## src/rtl/repeat_id_pkg.sv

```systemverilog
// Shared types and helpers for the repeated-pattern ID range scanner.
package repeat_id_pkg;

  localparam int W_DEFAULT      = 48;
  localparam int DIGITS_DEFAULT = 15;
  localparam int SUM_W_DEFAULT  = 64;
  localparam int CNT_W_DEFAULT  = 32;

  // Upper bound on digit count that the period table can describe.
  localparam int MAX_DIGITS = 31;

  typedef enum logic [2:0] {
    ST_IDLE   = 3'd0,
    ST_CONV   = 3'd1,
    ST_SCAN   = 3'd2,
    ST_DRAIN  = 3'd3,
    ST_RESULT = 3'd4
  } state_t;

  typedef enum logic {
    MODE_EXACT2   = 1'b0,
    MODE_ATLEAST2 = 1'b1
  } mode_t;

  typedef logic [3:0] bcd_digit_t;

  typedef bcd_digit_t [DIGITS_DEFAULT-1:0] digit_vec_t;

  // Divisor table: true when p is a proper divisor of an n-digit number's
  // length. The loop is over constant k, so with a constant p the table
  // collapses to a compare against n rather than a real divider.
  function automatic logic period_valid(input int n, input int p);
    logic r;
    r = 1'b0;
    for (int k = 2; k <= MAX_DIGITS; k++) begin
      if (k == n && p >= 1 && p < k && (k % p) == 0) r = 1'b1;
    end
    return r;
  endfunction

endpackage

```

## src/rtl/repeat_id_range_scanner_check.sv

```systemverilog
// Combinational repeated-pattern detector over a BCD digit vector.
module repeat_pattern_check
  import repeat_id_pkg::*;
#(
  parameter int DIGITS = DIGITS_DEFAULT
) (
  input  bcd_digit_t [DIGITS-1:0] digits,
  input  mode_t                   mode,
  output logic                    hit
);

  int   n;
  logic any_p;
  logic half_p;
  logic ok;

  // Find the significant length, then test every proper period of it.
  always_comb begin
    n      = 1;
    any_p  = 1'b0;
    half_p = 1'b0;
    ok     = 1'b0;
    for (int i = 1; i < DIGITS; i++) begin
      if (digits[i] != 4'd0) n = i + 1;
    end
    for (int p = 1; p < DIGITS; p++) begin
      ok = period_valid(n, p);
      for (int i = p; i < DIGITS; i++) begin
        if (i < n && digits[i] != digits[i-p]) ok = 1'b0;
      end
      if (ok) any_p = 1'b1;
      if (ok && (2 * p) == n) half_p = 1'b1;
    end
    hit = (mode == MODE_ATLEAST2) ? any_p : half_p;
  end

endmodule

```

## src/rtl/repeat_id_range_scanner.sv

```systemverilog
// Streaming range scanner: converts the range start to BCD once, then walks
// the range one ID per cycle, summing and counting repeated-pattern IDs.
//
// state  | meaning
// IDLE   | waiting for a range; in_ready high
// CONV   | double-dabble of start into BCD, W cycles
// SCAN   | one ID per cycle into the checker stage
// DRAIN  | retire the last registered checker result
// RESULT | out_valid high, result held until out_ready
module repeat_id_range_scanner
  import repeat_id_pkg::*;
#(
  parameter int W      = W_DEFAULT,
  parameter int DIGITS = DIGITS_DEFAULT,
  parameter int SUM_W  = SUM_W_DEFAULT,
  parameter int CNT_W  = CNT_W_DEFAULT
) (
  input  logic             clock,
  input  logic             reset,
  input  logic             clear,
  input  logic             in_valid,
  output logic             in_ready,
  input  logic [W-1:0]     in_start,
  input  logic [W-1:0]     in_end,
  input  logic             in_mode,
  output logic             out_valid,
  input  logic             out_ready,
  output logic [SUM_W-1:0] out_sum,
  output logic [CNT_W-1:0] out_cnt,
  output logic [SUM_W-1:0] total_sum,
  output logic [CNT_W-1:0] total_cnt,
  output logic             busy
);

  localparam int CW = $clog2(W);

  state_t                  state;
  state_t                  state_nx;
  logic [W-1:0]            end_q;
  logic [W-1:0]            cur_q;
  logic [W-1:0]            sh_q;
  mode_t                   mode_q;
  bcd_digit_t [DIGITS-1:0] bcd_q;
  bcd_digit_t [DIGITS-1:0] bcd_dd;
  bcd_digit_t [DIGITS-1:0] bcd_inc;
  logic [CW-1:0]           conv_cnt_q;
  logic                    hit_c;
  logic                    hit_q;
  logic [W-1:0]            id_q;
  logic                    tot_pend_q;
  logic [SUM_W-1:0]        range_sum_q;
  logic [CNT_W-1:0]        range_cnt_q;
  logic                    accept;
  logic                    at_end;
  logic                    conv_done;
  logic                    inc_carry;

  assign accept    = (state == ST_IDLE) && in_valid;
  assign at_end    = (cur_q == end_q);
  assign conv_done = (conv_cnt_q == '0);

  // State register.
  always_ff @(posedge clock or posedge reset) begin
    if (reset) state <= ST_IDLE;
    else       state <= state_nx;
  end

  // Next-state logic.
  always_comb begin
    state_nx = state;
    case (state)
      ST_IDLE:   if (in_valid) state_nx = (in_start > in_end) ? ST_RESULT : ST_CONV;
      ST_CONV:   if (conv_done) state_nx = ST_SCAN;
      ST_SCAN:   if (at_end) state_nx = ST_DRAIN;
      ST_DRAIN:  state_nx = ST_RESULT;
      ST_RESULT: if (out_ready) state_nx = ST_IDLE;
      default:   state_nx = ST_IDLE;
    endcase
  end

  // Handshake and status outputs decoded from state.
  always_comb begin
    in_ready  = (state == ST_IDLE);
    out_valid = (state == ST_RESULT);
    busy      = (state != ST_IDLE);
  end

  // One double-dabble step: add-3 on digits >= 5, then shift left with the
  // next binary bit entering digit 0. The low 3 bits of d+3 equal d[2:0]+3
  // mod 8, and the bit shifted into the next digit is simply d >= 5.
  always_comb begin
    for (int i = 0; i < DIGITS; i++) begin
      bcd_dd[i][3:1] = (bcd_q[i] >= 4'd5) ? (bcd_q[i][2:0] + 3'd3) : bcd_q[i][2:0];
      if (i == 0) bcd_dd[i][0] = sh_q[W-1];
      else        bcd_dd[i][0] = (bcd_q[i-1] >= 4'd5);
    end
  end

  // Decimal increment with a ripple carry across digits.
  always_comb begin
    inc_carry = 1'b1;
    for (int i = 0; i < DIGITS; i++) begin
      bcd_inc[i] = bcd_q[i];
      if (inc_carry) begin
        if (bcd_q[i] == 4'd9) begin
          bcd_inc[i] = 4'd0;
        end else begin
          bcd_inc[i] = bcd_q[i] + 4'd1;
          inc_carry  = 1'b0;
        end
      end
    end
  end

  // Range latch, BCD conversion and the lockstep binary/BCD cursor.
  always_ff @(posedge clock or posedge reset) begin
    if (reset) begin
      end_q      <= '0;
      cur_q      <= '0;
      sh_q       <= '0;
      mode_q     <= MODE_EXACT2;
      bcd_q      <= '0;
      conv_cnt_q <= '0;
    end else begin
      case (state)
        ST_IDLE: begin
          if (in_valid) begin
            end_q      <= in_end;
            mode_q     <= mode_t'(in_mode);
            cur_q      <= in_start;
            sh_q       <= in_start;
            bcd_q      <= '0;
            conv_cnt_q <= CW'(W - 1);
          end
        end
        ST_CONV: begin
          bcd_q <= bcd_dd;
          sh_q  <= sh_q << 1;
          if (!conv_done) conv_cnt_q <= conv_cnt_q - 1'b1;
        end
        ST_SCAN: begin
          if (!at_end) begin
            cur_q <= cur_q + 1'b1;
            bcd_q <= bcd_inc;
          end
        end
        default: ;
      endcase
    end
  end

  repeat_pattern_check #(
    .DIGITS (DIGITS)
  ) u_check (
    .digits (bcd_q),
    .mode   (mode_q),
    .hit    (hit_c)
  );

  // Checker pipeline stage; only SCAN cycles can produce a hit.
  always_ff @(posedge clock or posedge reset) begin
    if (reset) begin
      hit_q <= 1'b0;
      id_q  <= '0;
    end else begin
      hit_q <= (state == ST_SCAN) && hit_c;
      id_q  <= cur_q;
    end
  end

  // Per-range accumulators, cleared when a new range is accepted.
  always_ff @(posedge clock or posedge reset) begin
    if (reset) begin
      range_sum_q <= '0;
      range_cnt_q <= '0;
    end else if (accept) begin
      range_sum_q <= '0;
      range_cnt_q <= '0;
    end else if (hit_q) begin
      range_sum_q <= range_sum_q + SUM_W'(id_q);
      range_cnt_q <= range_cnt_q + 1'b1;
    end
  end

  // Marks the first RESULT cycle so the totals are updated exactly once.
  always_ff @(posedge clock or posedge reset) begin
    if (reset) tot_pend_q <= 1'b0;
    else       tot_pend_q <= (state != ST_RESULT) && (state_nx == ST_RESULT);
  end

  // Running totals; a coincident clear drops that range's contribution.
  always_ff @(posedge clock or posedge reset) begin
    if (reset) begin
      total_sum <= '0;
      total_cnt <= '0;
    end else if (clear) begin
      total_sum <= '0;
      total_cnt <= '0;
    end else if (tot_pend_q) begin
      total_sum <= total_sum + range_sum_q;
      total_cnt <= total_cnt + range_cnt_q;
    end
  end

  assign out_sum = range_sum_q;
  assign out_cnt = range_cnt_q;

endmodule

```

## config.mk

```make
export PLATFORM = sky130hd
export DESIGN_NAME = repeat_id_range_scanner
export DESIGN_NICKNAME = d
export VERILOG_FILES = /design/src/rtl/repeat_id_pkg.sv /design/src/rtl/repeat_id_range_scanner_check.sv /design/src/rtl/repeat_id_range_scanner.sv
export SDC_FILE = /design/constraint.sdc
export NUM_CORES = 2
export LEC_CHECK = 0
export BUFFER_PORTS_ARGS = -buffer_cell sky130_fd_sc_hd__buf_2
export CORE_MARGIN = 2
export CORE_UTILIZATION = 65
export CTS_CLUSTER_DIAMETER = 100
export CTS_CLUSTER_SIZE = 8
export DETAILED_ROUTE_END_ITERATION = 12
export PLACE_DENSITY = 0.91
export SLEW_MARGIN = 10
export SYNTH_ARGS = -nofsm -noshare
export SYNTH_HDL_FRONTEND = slang
export SYNTH_SLANG_ARGS = --single-unit
```

## constraint.sdc

```tcl
create_clock -name clock -period 20.6 [get_ports clock]
set_input_delay 1.03 -clock clock [delete_from_list [all_inputs] [get_ports clock]]
set_output_delay 1.03 -clock clock [all_outputs]
set_load 0.005 [all_outputs]
```

==> Word-level counts from Yosys, hierarchy flattened <==
Index checks and enable logic that the tools add are counted.
{ "word_totals": {"out_inout_bits": 195, "regBits": 456} }
{ "op_classes": {"addsub": 36, "eq_ne": 174, "n_reduce_logical": 163, "order_cmp": 30, "n_mux": 324} }
{ "ops": {"columns": ["cell", "n"], "rows": [
  ["2-to-1 mux 32 bit", 17],
  ["equality test 6 x 32 -> 1 bit, first input constant", 16],
  ["!= test 4 bit", 105],
  ["equality test 5 x 32 -> 1 bit, first input constant", 8],
  ["2-to-1 mux 64 bit", 4],
  ["2-to-1 mux 1 bit", 242],
  ["< comparator 5 x 32 -> 1 bit, first input constant", 7],
  ["one-hot mux 48 bit (2 select lines)", 2],
  ["one-hot mux 60 bit (3 select lines)", 1],
  ["equality test 4 x 32 -> 1 bit, first input constant", 4],
  ["< comparator 4 x 32 -> 1 bit, first input constant", 4],
  ["logical AND 1 bit", 122],
  ["2-to-1 mux 60 bit", 2],
  ["2-to-1 mux 4 bit", 29],
  ["2-to-1 mux 48 bit", 2],
  ["adder 64 x 48 -> 64 bit", 1],
  ["adder 64 bit", 1],
  ["equality test 3 x 32 -> 1 bit, first input constant", 2],
  ["< comparator 3 x 32 -> 1 bit, first input constant", 2],
  ["adder 4 x 1 -> 4 bit, second input constant", 15],
  ["equality test 4 bit, second input constant", 15],
  ["greater-or-equal comparator 4 x 3 -> 1 bit, second input constant", 15],
  ["2-to-1 mux 3 bit", 20],
  ["AND reduction 4 bit", 14],
  ["24 further kinds", 77]
]} }

==> Logic depth before layout (Yosys ltp) <==
{ "depth": {"ltp_word": 77, "depth_mapped": 17, "depth_no_buf": 15} }

==> By module <==
Synthesis repeated with hierarchy kept, for this count alone.
{ "unflattened": {"cells_unflattened": 4081, "hier_area_um2": 34510.6} }
{ "by_module_without_submodules": {"columns": ["mod", "cells_per_inst", "area_per_inst_um2", "n_inst"], "rows": [
  ["repeat_id_range_scanner", 3467, 30073.8, 1],
  ["repeat_pattern_check", 614, 4436.8, 1]
]} }

==> Least setup slack after synthesis <==
OpenSTA, ideal clock, no wires.
{ "synth_timing": {"kind": "register to register", "from": "register range_sum_q[0], in the netlist out_sum[0]", "to": "register range_sum_q[50], in the netlist out_sum[50]", "setup_ps": 78, "period_less_slack_ps": 3596, "path_stages_with_launch": 17, "n_path_buf": 1, "path_slack_ps": 17004, "arrival_time_ps": 3518, "cell_sequence": "dfrtp_1 > ha_1 > inv_1 > fa_1 > and2b_1 > o21a_1 > o21ai_2 > a31oi_2 > o2111ai_1 > a21oi_2 > a31oi_2 > o311ai_4 > a31oi_1 > o31a_1 > buf_6 > or3_1 > a21oi_1"} }
{ "synth_via": {"elab_chain_len": 3} }
{ "synth_lines": {"columns": ["element", "line_no", "source"], "rows": [
  ["start: declaration", "repeat_id_range_scanner.sv:51", "logic [SUM_W-1:0] range_sum_q;"],
  ["start signal: assignment", "repeat_id_range_scanner.sv:180", "range_sum_q <= range_sum_q + SUM_W'(id_q);"],
  ["adder 64 x 48 -> 64 bit", "repeat_id_range_scanner.sv:180", null],
  ["2-to-1 mux 64 bit", "repeat_id_range_scanner.sv:179", "end else if (hit_q) begin"],
  ["2-to-1 mux 64 bit", "repeat_id_range_scanner.sv:176", "end else if (accept) begin"]
]} }
No other way between the ends. The select of a mux whose other input is x is not followed.
A chain may end at the register's enable or synchronous reset.

==> Worst setup path after layout <==
{ "layout_timing": {"from": "register state[0]", "to": "register bcd_q[53] (netlist name)"} }
{ "layout_via": {"elab_chain_len": 3, "word_cells_on_any_way": 9, "cone_classes": "5 x eq/ne; 1 x mux; 3 x reduce/logical"} }
{ "layout_lines": {"columns": ["element", "line_no", "source"], "rows": [
  ["start: declaration", "repeat_id_range_scanner.sv:37", "state_t state;"],
  ["start signal: assignment", "repeat_id_range_scanner.sv:65", "else state <= state_nx;"],
  ["equality test 3 x 2 -> 1 bit, or another cell as far along", "repeat_id_range_scanner.sv:125", "case (state)"],
  ["!= test 2 bit (no source line) or nonzero test 3 bit (tied branches)", null, null],
  ["AND reduction 4 bit (no source line)", null, null],
  ["end signal: assignment", "repeat_id_range_scanner.sv:144", "bcd_q <= bcd_inc;"],
  ["end: declaration", "repeat_id_range_scanner.sv:43", "bcd_digit_t [DIGITS-1:0] bcd_q;"]
]} }
Parallel ways exist; a longest one is shown, timed or not.

==> metrics.md <==
| Metric | Value |
|---|---|
| Status | completed |
| CP cell instances | or3b_2, buf_4, nor4_1, nand4_1, nor4_2, a211o_1, nor2_2, nand2_2, or3_1, nor2_1, nand3_1, mux2_1 |
| GRT overflow | 0 |
| Worst path slowest cell | nor2_1 |
| CP delay by family, top | simple AND/OR/NAND/NOR gates |
| Top-area cell type share of the netlist area | approximately 34% |
| TritonRoute pass-1 iters | 9 |
| Largest net degree at the start of global routing | approximately 160 |
| Crit path launch type | flip-flop |
| I/O pin cnt | 297 |
| Final setup vio count | 0 |
| RSZ-0062 raised after global routing | no |
| Row Count | 83 |
| Clock Pin Slew Worst Setup and Hold Paths | 0.05 ns |
| Initial antenna violation count | 0 |
| Number of synthesized flops with an enable pin | 0 |
| Busiest grt layer | met2 |
| Seq/Total Area, Yosys | 33.6% |
| Maximum VDD drop | about 0.13 mV |
| Yosys warning total | 0 |
| PortBufs | 296 |
| Mapped Area | 34,000 um^2 |
| Diodes inserted | 0 |
| WHS | 0.456 ns |
| Dpl hpwl | ~71,000 um |
| Initial Utilization | 65.9% |
| Util after Layout | roughly 73% |
| Peak Freq | 205 MHz |
| Post-CTS resize count | 0 |
| Hold Path Class | reg2reg |
| Number of global-route vias before repair | 30,200 |
| Core area | between 50,000 and 60,000 um^2 |
| Max-cap violations | 0 |
| Area growth syn-to-layout | 10.5% |
| Root cell of the clock tree | clkbuf_16 |
| Post-Route WL | about 100,000 um |
| First-pass GRT wire length | 162,000 um |
| Met1 Use GR | 49.9% |
| Residual DRC | 0 |
| Hold bufs inserted after CTS | 0 |
| Max FO, Critical Path | 42 |
| Worst skew pair latency | 0.63 ns |
| Pwr/cell area | 118 nW/um^2 |
| Routed Antenna Nets | 0 |
| Met2 usage | 58.2% |
| Via-to-Cell Ratio | ~6.6 |
| Area of the multi-input gates | 21,100 um^2 |
| Clock Tree Buf Depth | 3 |
| Fill cells | 3,642 |
| H-tree depth | 3 |
| Chip Width | around 230 um |
| CP Class | reg2reg |
| CP Capture Type | flip-flop |
| CTS sink cnt | 456 |
| Dominant cells by area after synthesis | dfrtp_1 (34%), ha_1 (8.8%), xor2_1 (6.7%) |
| Syn Area/Cell | 8.54 um^2 |
| Syn_nets | 4,323 |
| Tmin final | 4.89 ns |
| Clock tree from TritonCTS | built |
| Fin Setup TNS | 0 ns |
| Num CTS Buffers | 67 |
| Period utilisation layout | about a quarter |
| Chip height | 233 um |
| Tot GR Track Use | 37.4% |
| Rel. slew slack | 26.8% |
| Nets | 4,481 |
| Leading area contributor after synthesis | dfrtp_1 |
| CP max stage delay | 0.68 ns |
| Dominant register cell in the synthesized netlist | dfrtp_1 |
| Via count | 32,100 |
| Final hold viol count | 0 |
| R2r setup slk | approximately 16 ns |
| Storage cell area | approximately 11,000 um^2 |
| Netlist cell types | 94 |
| DIE AREA | 54,100 um^2 |
| FFs w/ async S/R, synth | 100% |
| Measured slew at the worst slew-check pin | 1.10 ns |
| Setup Fix Bufs, Post-CTS | 0 |
| Arr. time, crit path | 5.37 ns |
| Leakage | 18.3 nW |
| Max-slew violations | 0 |
| Met3 Use GR | 8.36% |
| Routability congestion estimate | 1.01 |
| Wirelength per Cell | 21.4 um |
| Layout cells sized above 1 | 11.0% |
| Clock Skews | 0.0362 ns |
| Worst EP required | 21.08 ns |
| Register bit total from synthesis | 456 |
| 1st-iter DRT viols | approximately 3,400 |
| Buffer and inverter count on the worst path | 1 |
| Mapped Cells | 3,978 |
-- sequential cells by signal, indices dropped and copies added (netlist names) --
signal / cells
total_sum: 64
state: 3
conv_cnt_q: 6
out_cnt: 32
mode_q: 1
out_sum: 64
cur_q: 48
total_cnt: 32
hit_q: 1
tot_pend_q: 1
id_q: 48
bcd_q: 60
sh_q: 48
end_q: 48
-- final cells by class --
cell class	count	share of cell area (%)
clock buffers	70	4.52
multi-input cells	3133	56.2
clock inverters	8	0.433
well taps	680	2.27
inverters	151	1.53
flip-flops and latches	456	30.4
repair buffers	327	4.61
-- placed cells by master, fill, tap and decap left out, types with 31 or more instances in the layout --
cell and instances:
dfrtp_1 454, a21oi_1 310, buf_4 31, nand4_1 89
o21ai_0 269, clkbuf_16 67, a211oi_1 32, and3_1 32
nand2b_1 34, o21ai_1 59, nor2_1 352, a21o_1 105
nor4_1 57, inv_1 148, nand3_1 104, buf_2 295
mux2i_1 128, o22ai_1 47, xnor2_1 256, ha_1 240
xor2_1 260, nor3_1 60, nand2_1 317, a31oi_1 37
-- worst register-to-register path: stages (launching register included) --
cell	delay, ns
dfrtp_1	0.52
or3b_2	0.55
buf_4	0.54
nor4_1	0.14
nand4_1	0.14
nor4_2	0.08
a211o_1	0.40
nor2_2	0.25
nand2_2	0.19
or3_1	0.49
nor2_1	0.68
nand3_1	0.38
mux2_1	0.39
-- cell usage after synthesis (all sizes together) (6+ instances only) --
cell type,n
a21o,105
xnor2,256
or2,10
or3,24
a2111oi,8
mux2i,128
a22o,12
o21bai,24
nor2b,15
o211ai,10
and3,32
inv,149
a31oi,39
ha,240
nand2,321
xor2,260
a211oi,32
or3b,8
dfrtp,456
nand3,104
nor4,59
a32oi,23
nand4,91
o32ai,6
a41oi,9
a21oi,313
a221oi,17
clkbuf,165
o22ai,47
a31o,7
nor3b,16
nor3,60
o21a,22
o21ai,331
nor2,355
o31ai,15
buf,73
nand2b,34
and2,15
nand3b,6
-- power by group --
part	internal [mW]	switching, mW	total, mW
clock network	0.589	0.427	1.02
registers	1.13	0.430	1.56
logic	0.742	1.11	1.85
-- path summary, 6_finish.rpt --
path / endpoint / from / depth (start not counted)
min: id_q[38]$_DFF_PP0_ / cur_q[38]$_DFFE_PP0P_ / 0
max in group asynchronous: end_q[35]$_DFFE_PP0P_ / reset / 4
max reg2reg: bcd_q[53]$_DFFE_PP0P_ / state[0]$_DFF_PP0_ / 12
max: bcd_q[53]$_DFFE_PP0P_ / state[0]$_DFF_PP0_ / 12
min in group asynchronous: total_cnt[15]$_DFFE_PP0P_ / reset / 2
min reg2reg: id_q[38]$_DFF_PP0_ / cur_q[38]$_DFFE_PP0P_ / 0
-- cell families (layout without fill, tap and decap cells) --
logic type | count (synthesis) | after routing | share of synthesized area, %
AND/OR/NAND/NOR | 1166 | 1166 | 16.3
AO/OA/AOI/OAI | 1077 | 1077 | 19.5
XOR/XNOR | 516 | 516 | 13.3
flip-flops | 456 | 456 | 33.6
buffers and inverters | 389 | 556 | 4.41
adder cells (fa/ha/maj) | 243 | 243 | 9.02
multiplexers | 131 | 131 | 3.87
-- per-layer routing --
metal	vias to the layer above	share of wire (%)	routed length, um
met5	-	0	0
met4	0	4.8	4950
met3	407	12	12300
met2	1985	44	45800
met1	15200	39	39900
li1	14400	-	-
-- metrics by stage --
step | worst slack, ns | total power [mW] | std cells | area, um^2
2_1_floorplan | 6.86 | 2.82 | 3978 | 34000
3_3_place_gp | 16.00 | 3.23 | 4747 | 35700
3_5_place_dp | 15.89 | 3.31 | 4747 | 35700
4_1_cts | 15.85 | 4.35 | 4825 | 37500
5_1_grt | 15.46 | 4.64 | 4825 | 37500
6_report | 15.71 | 4.43 | 4825 | 37500
(Power assumes the default switching activity.)
